--- src/rtl/clearable_array_pkg.sv ---
// Shared types for the clearable array: sequencer state encoding.
// Used by clear_sequencer and clearable_array.
package clearable_array_pkg;

  typedef enum logic {
    IDLE  = 1'b0,
    CLEAR = 1'b1
  } state_e;

endpackage

--- src/rtl/clearable_array_clear_sequencer.sv ---
// Clear sweep sequencer: owns the IDLE/CLEAR FSM and the sweep counter.
// Emits busy plus a zeroing write enable/address for the storage.
module clear_sequencer
  import clearable_array_pkg::*;
#(
  parameter int index = 3
) (
  input  logic             clk,
  input  logic             rst,
  input  logic             flush_req,
  output logic             busy,
  output logic             clr_we,
  output logic [index-1:0] clr_addr
);

  state_e           state_q;
  state_e           state_d;
  logic [index-1:0] cnt_q;
  logic [index-1:0] cnt_d;

  always_ff @(posedge clk) begin
    if (rst) begin
      state_q <= CLEAR;
      cnt_q   <= '0;
    end else begin
      state_q <= state_d;
      cnt_q   <= cnt_d;
    end
  end

  always_comb begin
    state_d = state_q;
    cnt_d   = cnt_q;
    unique case (state_q)
      IDLE: begin
        if (flush_req) begin
          state_d = CLEAR;
          cnt_d   = '0;
        end
      end
      CLEAR: begin
        cnt_d = cnt_q + 1'b1;
        // Last entry cleared: stop instead of wrapping
        if (cnt_q == '1) begin
          state_d = IDLE;
        end
      end
      default: begin
        state_d = CLEAR;
        cnt_d   = '0;
      end
    endcase
  end

  // Reset counts as a sweep in progress but never writes
  assign busy     = rst | (state_q == CLEAR);
  assign clr_we   = ~rst & (state_q == CLEAR);
  assign clr_addr = cnt_q;

endmodule

--- src/rtl/clearable_array.sv ---
// Bit-maskable register array with a self-timed zeroing sweep.
// Define CLEARABLE_ARRAY_BYPASS_EN to forward same-cycle writes to dataout.
module clearable_array
  import clearable_array_pkg::*;
#(
  parameter int width = 1,
  parameter int index = 3
) (
  input  logic             clk,
  input  logic             rst,
  input  logic             load,
  input  logic [index-1:0] rindex,
  input  logic [index-1:0] windex,
  input  logic [width-1:0] datain,
  input  logic [width-1:0] wmask,
  input  logic             flush_req,
  output logic [width-1:0] dataout,
  output logic             busy
);

  localparam int DEPTH = 1 << index;

  logic [width-1:0] mem_q [DEPTH];

  logic             clr_we;
  logic [index-1:0] clr_addr;

  logic             wr_en;
  logic [index-1:0] wr_addr;
  logic [width-1:0] wr_data;
  logic [width-1:0] merged;
  logic             user_we;
  logic [width-1:0] rd_data;

  clear_sequencer #(
    .index (index)
  ) u_seq (
    .clk       (clk),
    .rst       (rst),
    .flush_req (flush_req),
    .busy      (busy),
    .clr_we    (clr_we),
    .clr_addr  (clr_addr)
  );

  assign merged  = (mem_q[windex] & ~wmask)
                 | (datain & wmask);
  assign user_we = load & ~busy;

  always_comb begin
    wr_en   = 1'b0;
    wr_addr = windex;
    wr_data = merged;
    if (clr_we) begin
      wr_en   = 1'b1;
      wr_addr = clr_addr;
      wr_data = '0;
    end else if (user_we) begin
      wr_en = 1'b1;
    end
  end

  always_ff @(posedge clk) begin
    if (wr_en) begin
      mem_q[wr_addr] <= wr_data;
    end
  end

  always_comb begin
    rd_data = mem_q[rindex];
`ifdef CLEARABLE_ARRAY_BYPASS_EN
    if (user_we && (rindex == windex)) begin
      rd_data = merged;
    end
`endif
    dataout = busy ? '0 : rd_data;
  end

endmodule

--- config.mk ---
export PLATFORM = sky130hd
export DESIGN_NAME = clearable_array
export DESIGN_NICKNAME = d
export VERILOG_FILES = /design/src/rtl/clearable_array_pkg.sv /design/src/rtl/clearable_array_clear_sequencer.sv /design/src/rtl/clearable_array.sv
export SDC_FILE = /design/constraint.sdc
export NUM_CORES = 1
export LEC_CHECK = 0
export ABC_CLOCK_PERIOD_IN_PS = 1700
export BUFFER_PORTS_ARGS = -buffer_cell sky130_fd_sc_hd__buf_2
export CAP_MARGIN = 30
export CORE_MARGIN = 1
export CORE_UTILIZATION = 46
export DETAILED_ROUTE_END_ITERATION = 8
export PLACE_DENSITY = 0.79
export SYNTH_ARGS = -nofsm -noshare
export SYNTH_HDL_FRONTEND = slang
export SYNTH_SLANG_ARGS = --single-unit
--- constraint.sdc ---
create_clock -name clk -period 1.7 [get_ports clk]
set_clock_uncertainty 0.15 [all_clocks]
set_input_delay 0.085 -clock clk [delete_from_list [all_inputs] [get_ports clk]]
set_output_delay 0.085 -clock clk [all_outputs]
set_load 0.01 [all_outputs]
---- Yosys cells after proc, flatten, opt, wreduce, memory -nomap -nowiden ----
Memories as Yosys holds them, arrays and structs flattened.
Cells that the tools add are included.
word-level totals
  output and inout port bits .............. 2
  word-level logic and storage cells ...... 28
  bits in registers ....................... 4
  RAM bits ................................ 8
  memories kept ........................... 1
  bits of input ports ..................... 12
memory list
  memory  words  bits a word  read ports  clocked after Yosys merged registers in  write ports  RTL line               source
  mem_q   8      1            2           0                                        1            clearable_array.sv:23  logic [width-1:0] mem_q [DEPTH];
cells by class
  equal/unequal tests ..................... 2
  add/subtract/negate cells ............... 1
  bitwise logic cells ..................... 10
  mux-type cells .......................... 12
operator list
  kind                 count
  $mux 1               8
  $mux 3               2
  $pmux 3 s2           1
  $and 1x1->1          4
  $not 1->1            4
  $add 3x1->3 const B  1
  $eq 3x3->1 const B   1
  $ne 2x2->1 const B   1
  $or 1x1->1           2
  $pmux 1 s2           1

---- Logic depth before layout (Yosys ltp) ----
  depth in word-level cells ............... 7
  gate-level depth with buffers ........... 4
  gate-level depth less buffers ........... 4

---- Modules after synthesis ----
A second synthesis with hierarchy kept.
unflattened totals
  cell total of the unflattened synthesis .. 63
  area total of the unflattened synthesis .. 715.7 µm²
modules (own cells, without submodules)
  module           times used  cells each  sequential area each (µm²)  area each (µm²)
  clearable_array  1           45          240.2                       524.3
  clear_sequencer  1           18          80.1                        191.4

---- Worst setup path before layout ----
No wires, ideal clock.
  path type ............................... register to register
  start ................................... mem mem_q[5]
  end ..................................... mem mem_q[0] (data pin)
  setup slack ............................. 0.132 ns
  library setup time ...................... 0.288 ns
  clock period less this slack ............ 1.568 ns
  required time ........................... 1.262 ns
  buffers on the path ..................... 0
  stages on the path, launching flop included .. 4
  data arrival time ....................... 1.130 ns
  path through ............................ edfxtp_1 -> mux4_2 -> a22oi_1 -> a21oi_1
RTL lines
  element      RTL line
  from (decl)  clearable_array.sv:23

==> results by group <==
Synth
  – Prevailing post-synth register cell: sky130_fd_sc_hd__edfxtp_1
  – Yosys synthesis warning count: 0
  – Cell types with the highest counts after synthesis: 15 x sky130_fd_sc_hd__nor2_1, 8 x sky130_fd_sc_hd__edfxtp_1, 6 x sky130_fd_sc_hd__a21oi_1
  – Mean cell area of the mapped netlist: 10.6 sq um
  – Cells after Synth: 66
  – Cell variety after synth: 23
  – Syn nets: 80
  – Synth top area share: 0.343
  – Yosys reg bits: 12
  – Sequential cell area fraction in the yosys report: 0.457
  – Number of flops mapped to enable cells by yosys: 8
  – Share of synthesized flip-flops with an asynchronous set or reset: 0
  – Synthesized cell area: 701 sq um
  – Biggest area contributors in the synthesized netlist: sky130_fd_sc_hd__edfxtp_1 34%, sky130_fd_sc_hd__dfxtp_1 11%, sky130_fd_sc_hd__mux4_2 9.6%, sky130_fd_sc_hd__nor2_1 8.0%, sky130_fd_sc_hd__a21oi_1 4.3%
  – Dominant cell type by area after synthesis: sky130_fd_sc_hd__edfxtp_1
  – Most common cell in the synthesized netlist: sky130_fd_sc_hd__nor2_1

Timing
  – Maximum achievable frequency: 591 MHz
  – Final setup margin: 0.00705 ns
  – Transition time of the tightest slew-check pin: 0.324 ns
  – Number of max-slew violations in the final report: 0
  – Max_slew headroom: 0.781
  – Setup violations, final: 0
  – Final hold vios: 0
  – Final Cycle Share: 0.996
  – Final min period: 1.69 ns
  – TNS Setup: 0 ns
  – Unrepaired setup endpoints after global routing: true

Place
  – Cell total after placement: 92
  – Dpl hpwl: 1020 microns
  – Number of port buffers: 13
  – Pre-CTS setup slack: 0.00213 ns
  – Final weighted congestion of routability-driven global placement: 0.789
  – Area of placed instances: 774 sq um

Critical path
  – Family with the most delay on the worst path: multiplexers
  – Element type at the critical path start: flop
  – Startpoint of the worst-slack reg-to-reg timing path: mem_q[0]
  – Worst reg-to-reg setup slack: 0.05 ns
  – Depth of the most critical reg-to-reg path: 3
  – Critical path peak fanout: 2
  – Stage delay of the slowest cell on the critical path: 0.47 ns
  – Crit Path Category: flop to output port
  – Number of logic stages on the critical path including buffering: 4
  – Required arrival time at the worst endpoint: 1.46 ns
  – Worst setup startpoint: mem_q[7]
  – Worst path cell trace: mux4_2, mux2i_1, nor2_1, buf_2
  – Kind of end point of the critical path: output port
  – Critical R2R Capture: mem_q[0]
  – Arrival time reported for the critical path endpoint: 1.46 ns
  – Cell type of the slowest stage on the worst timing path: sky130_fd_sc_hd__mux4_2
  – Worst setup endpoint: dataout
  – Combined buffer and inverter count along the critical path: 1

Die
  – Horizontal die dimension: 41.0 microns
  – Starting density of the core: 0.513
  – Number of primary I/O pins: 14
  – Site Rows: 13
  – Core Footprint: 1370 sq um
  – Height of the chip: 41.0 microns
  – Die area: 1680 sq um

GRT
  – Via count of the first global-routing pass: 482
  – Total GRT Usage: 0.186
  – GRT Residual Overflow: 0
  – Maximum number of pins on one net before global-route repair: 16
  – Wire length of the first global-routing pass: 1940 microns
  – Antenna violations before repair: 0

Clock network
  – Clock tree from TritonCTS: yes
  – Root buffer selected by CTS: sky130_fd_sc_hd__clkbuf_4
  – Number of levels the H-tree was split into: 1
  – Worst-path clk slew: 0.07 ns
  – Clk sink count: 12
  – Post-CTS repair timing setup buffer count: 0
  – Total clock buffers created by CTS: 3
  – Clock latency of the later-clocked register in the worst-skew pair: 0.26 ns
  – Maximum buffer depth of the clock tree: 2

Detailed routing
  – Initial DRC count: 27
  – Antenna viol nets, final: 0
  – Via total after detailed routing: 579
  – Final wirelength: 1380 microns
  – Routed len/inst: 14.2 microns
  – Via-to-Cell Ratio: 5.97
  – TritonRoute pass-1 iters: 4
  – DRC Markers: 0

Layout
  – Multi-input logic area: 374 sq um
  – Final cell count without fillers: 97
  – Total non-filler cell area in the finished layout: 823 sq um
  – Storage element area: 322 sq um
  – Fraction of layout instances using a drive strength above 1: 0.329
  – Fill cells: 110
  – Utilization after layout: 0.603
  – Ant. Diodes: 0
  – Final net count: 97
  – Area growth from synthesis to layout: 17.5%

Hold path
  – Critical hold path startpoint: flush_req
  – Worst min-delay path category: primary input to flop

Pwr
  – Total net switching power: 0.143 mW
  – Switching part of the total: 0.237
  – Part of the power in the clock network: 0.290
  – Sequential cell fraction of total power: 0.553
  – Leakage power summed over all cells: 0.322 nW
  – Power density normalized to cell area: 736 nW/um^2
  – VDD IR max: 0.427 mV
  – Internal cell power: 0.463 mW
  – Portion of total power attributed to combinational logic: 0.157

Run
  – Number of max-capacitance violations reported: 0

Run status
  – Outcome: finished clean
==> per-layer routing <==
metal,vias up,share of wire,GRT usage
met1,272,0.42,0.208
met5,-,0,0
li1,282,-,-
met4,0,0.0073,0.108
met3,2,0.056,0.0435
met2,23,0.51,0.316
==> kinds of logic after synthesis <==
family | Yosys count | share of synthesized area
adder cells (fa/ha/maj) | 2 | 0.0357
AO/OA/AOI/OAI | 13 | 0.109
multiplexers | 7 | 0.157
flip-flops | 12 | 0.457
AND/OR/NAND/NOR | 28 | 0.216
buffers and inverters | 4 | 0.0250
==> worst min-delay path by stage <==
stage	endpoint	depth (start not counted)	slack (ns)
2_1_floorplan	u_seq.clr_addr[1]	3	0.15
3_3_place_gp	u_seq.clr_addr[0]	2	0.23
3_5_place_dp	u_seq.clr_addr[0]	2	0.23
4_1_cts	u_seq.clr_addr[1]	4	0.01
5_1_grt	u_seq.clr_addr[1]	4	0.04
6_report	u_seq.clr_addr[1]	4	0.007
==> power by group through the flow <==
stage | sequential (mW) | combinational (mW) | clock, mW
6_report | 0.335 | 0.0954 | 0.176
5_1_grt | 0.337 | 0.107 | 0.190
4_1_cts | 0.335 | 0.0932 | 0.177
3_5_place_dp | 0.341 | 0.0881 | 0
3_3_place_gp | 0.340 | 0.0867 | 0
2_1_floorplan | 0.338 | 0.0591 | 0
==> layout by cell type (no fill, tap or decap), types with 2 or more instances in the layout <==
cell type	n
sky130_fd_sc_hd__nor2_1	15
sky130_fd_sc_hd__buf_2	13
sky130_fd_sc_hd__edfxtp_1	8
sky130_fd_sc_hd__a21oi_1	5
sky130_fd_sc_hd__a31oi_1	3
sky130_fd_sc_hd__nor3b_1	3
sky130_fd_sc_hd__mux4_2	3
sky130_fd_sc_hd__clkbuf_4	3
sky130_fd_sc_hd__dfxtp_1	3
sky130_fd_sc_hd__or2_2	2
sky130_fd_sc_hd__nor2b_1	2
sky130_fd_sc_hd__nor4bb_1	2
sky130_fd_sc_hd__mux2i_1	2
sky130_fd_sc_hd__inv_1	2
sky130_fd_sc_hd__mux2_2	2
sky130_fd_sc_hd__ha_1	2
==> worst min-delay path, delay by kind of cell <==
family | cells | cell delay, ns
AOI/OAI and AO/OA | 1 | 0.10
buffers and inverters | 1 | 0.10
and+or+nand+nor | 2 | 0.09
==> flip-flops by register name, indices dropped and copies added, names as in the netlist <==
| name | cells |
|---|---|
| u_seq.state_q | 1 |
| u_seq.clr_addr | 3 |
| mem_q | 8 |
==> stage by stage <==
step                hold WS, ns  total power [mW]
floorplan                 0.151             0.397
detailed placement        0.232             0.429
finish                  0.00711             0.606
global route             0.0429             0.634
CTS                      0.0129             0.605
global placement          0.232             0.427
==> final cells by class <==
class | instances | share of cell area
sequential | 12 | 0.391
multi-input combinational | 50 | 0.454
timing repair buffer | 14 | 0.0912
inverter | 2 | 0.00912
tap | 15 | 0.0228
clock buffer | 4 | 0.0319
==> repair_timing <==
item / 4_1_cts / 5_1_grt
endpoints found under the hold margin: 3 / 0
setup endpoints to repair: 9 / 11
gates resized for setup: 1 / 3
pin swaps: 0 / 1
hold buffers: 1 / 0
Note: power is estimated with default switching activity, not from simulation.
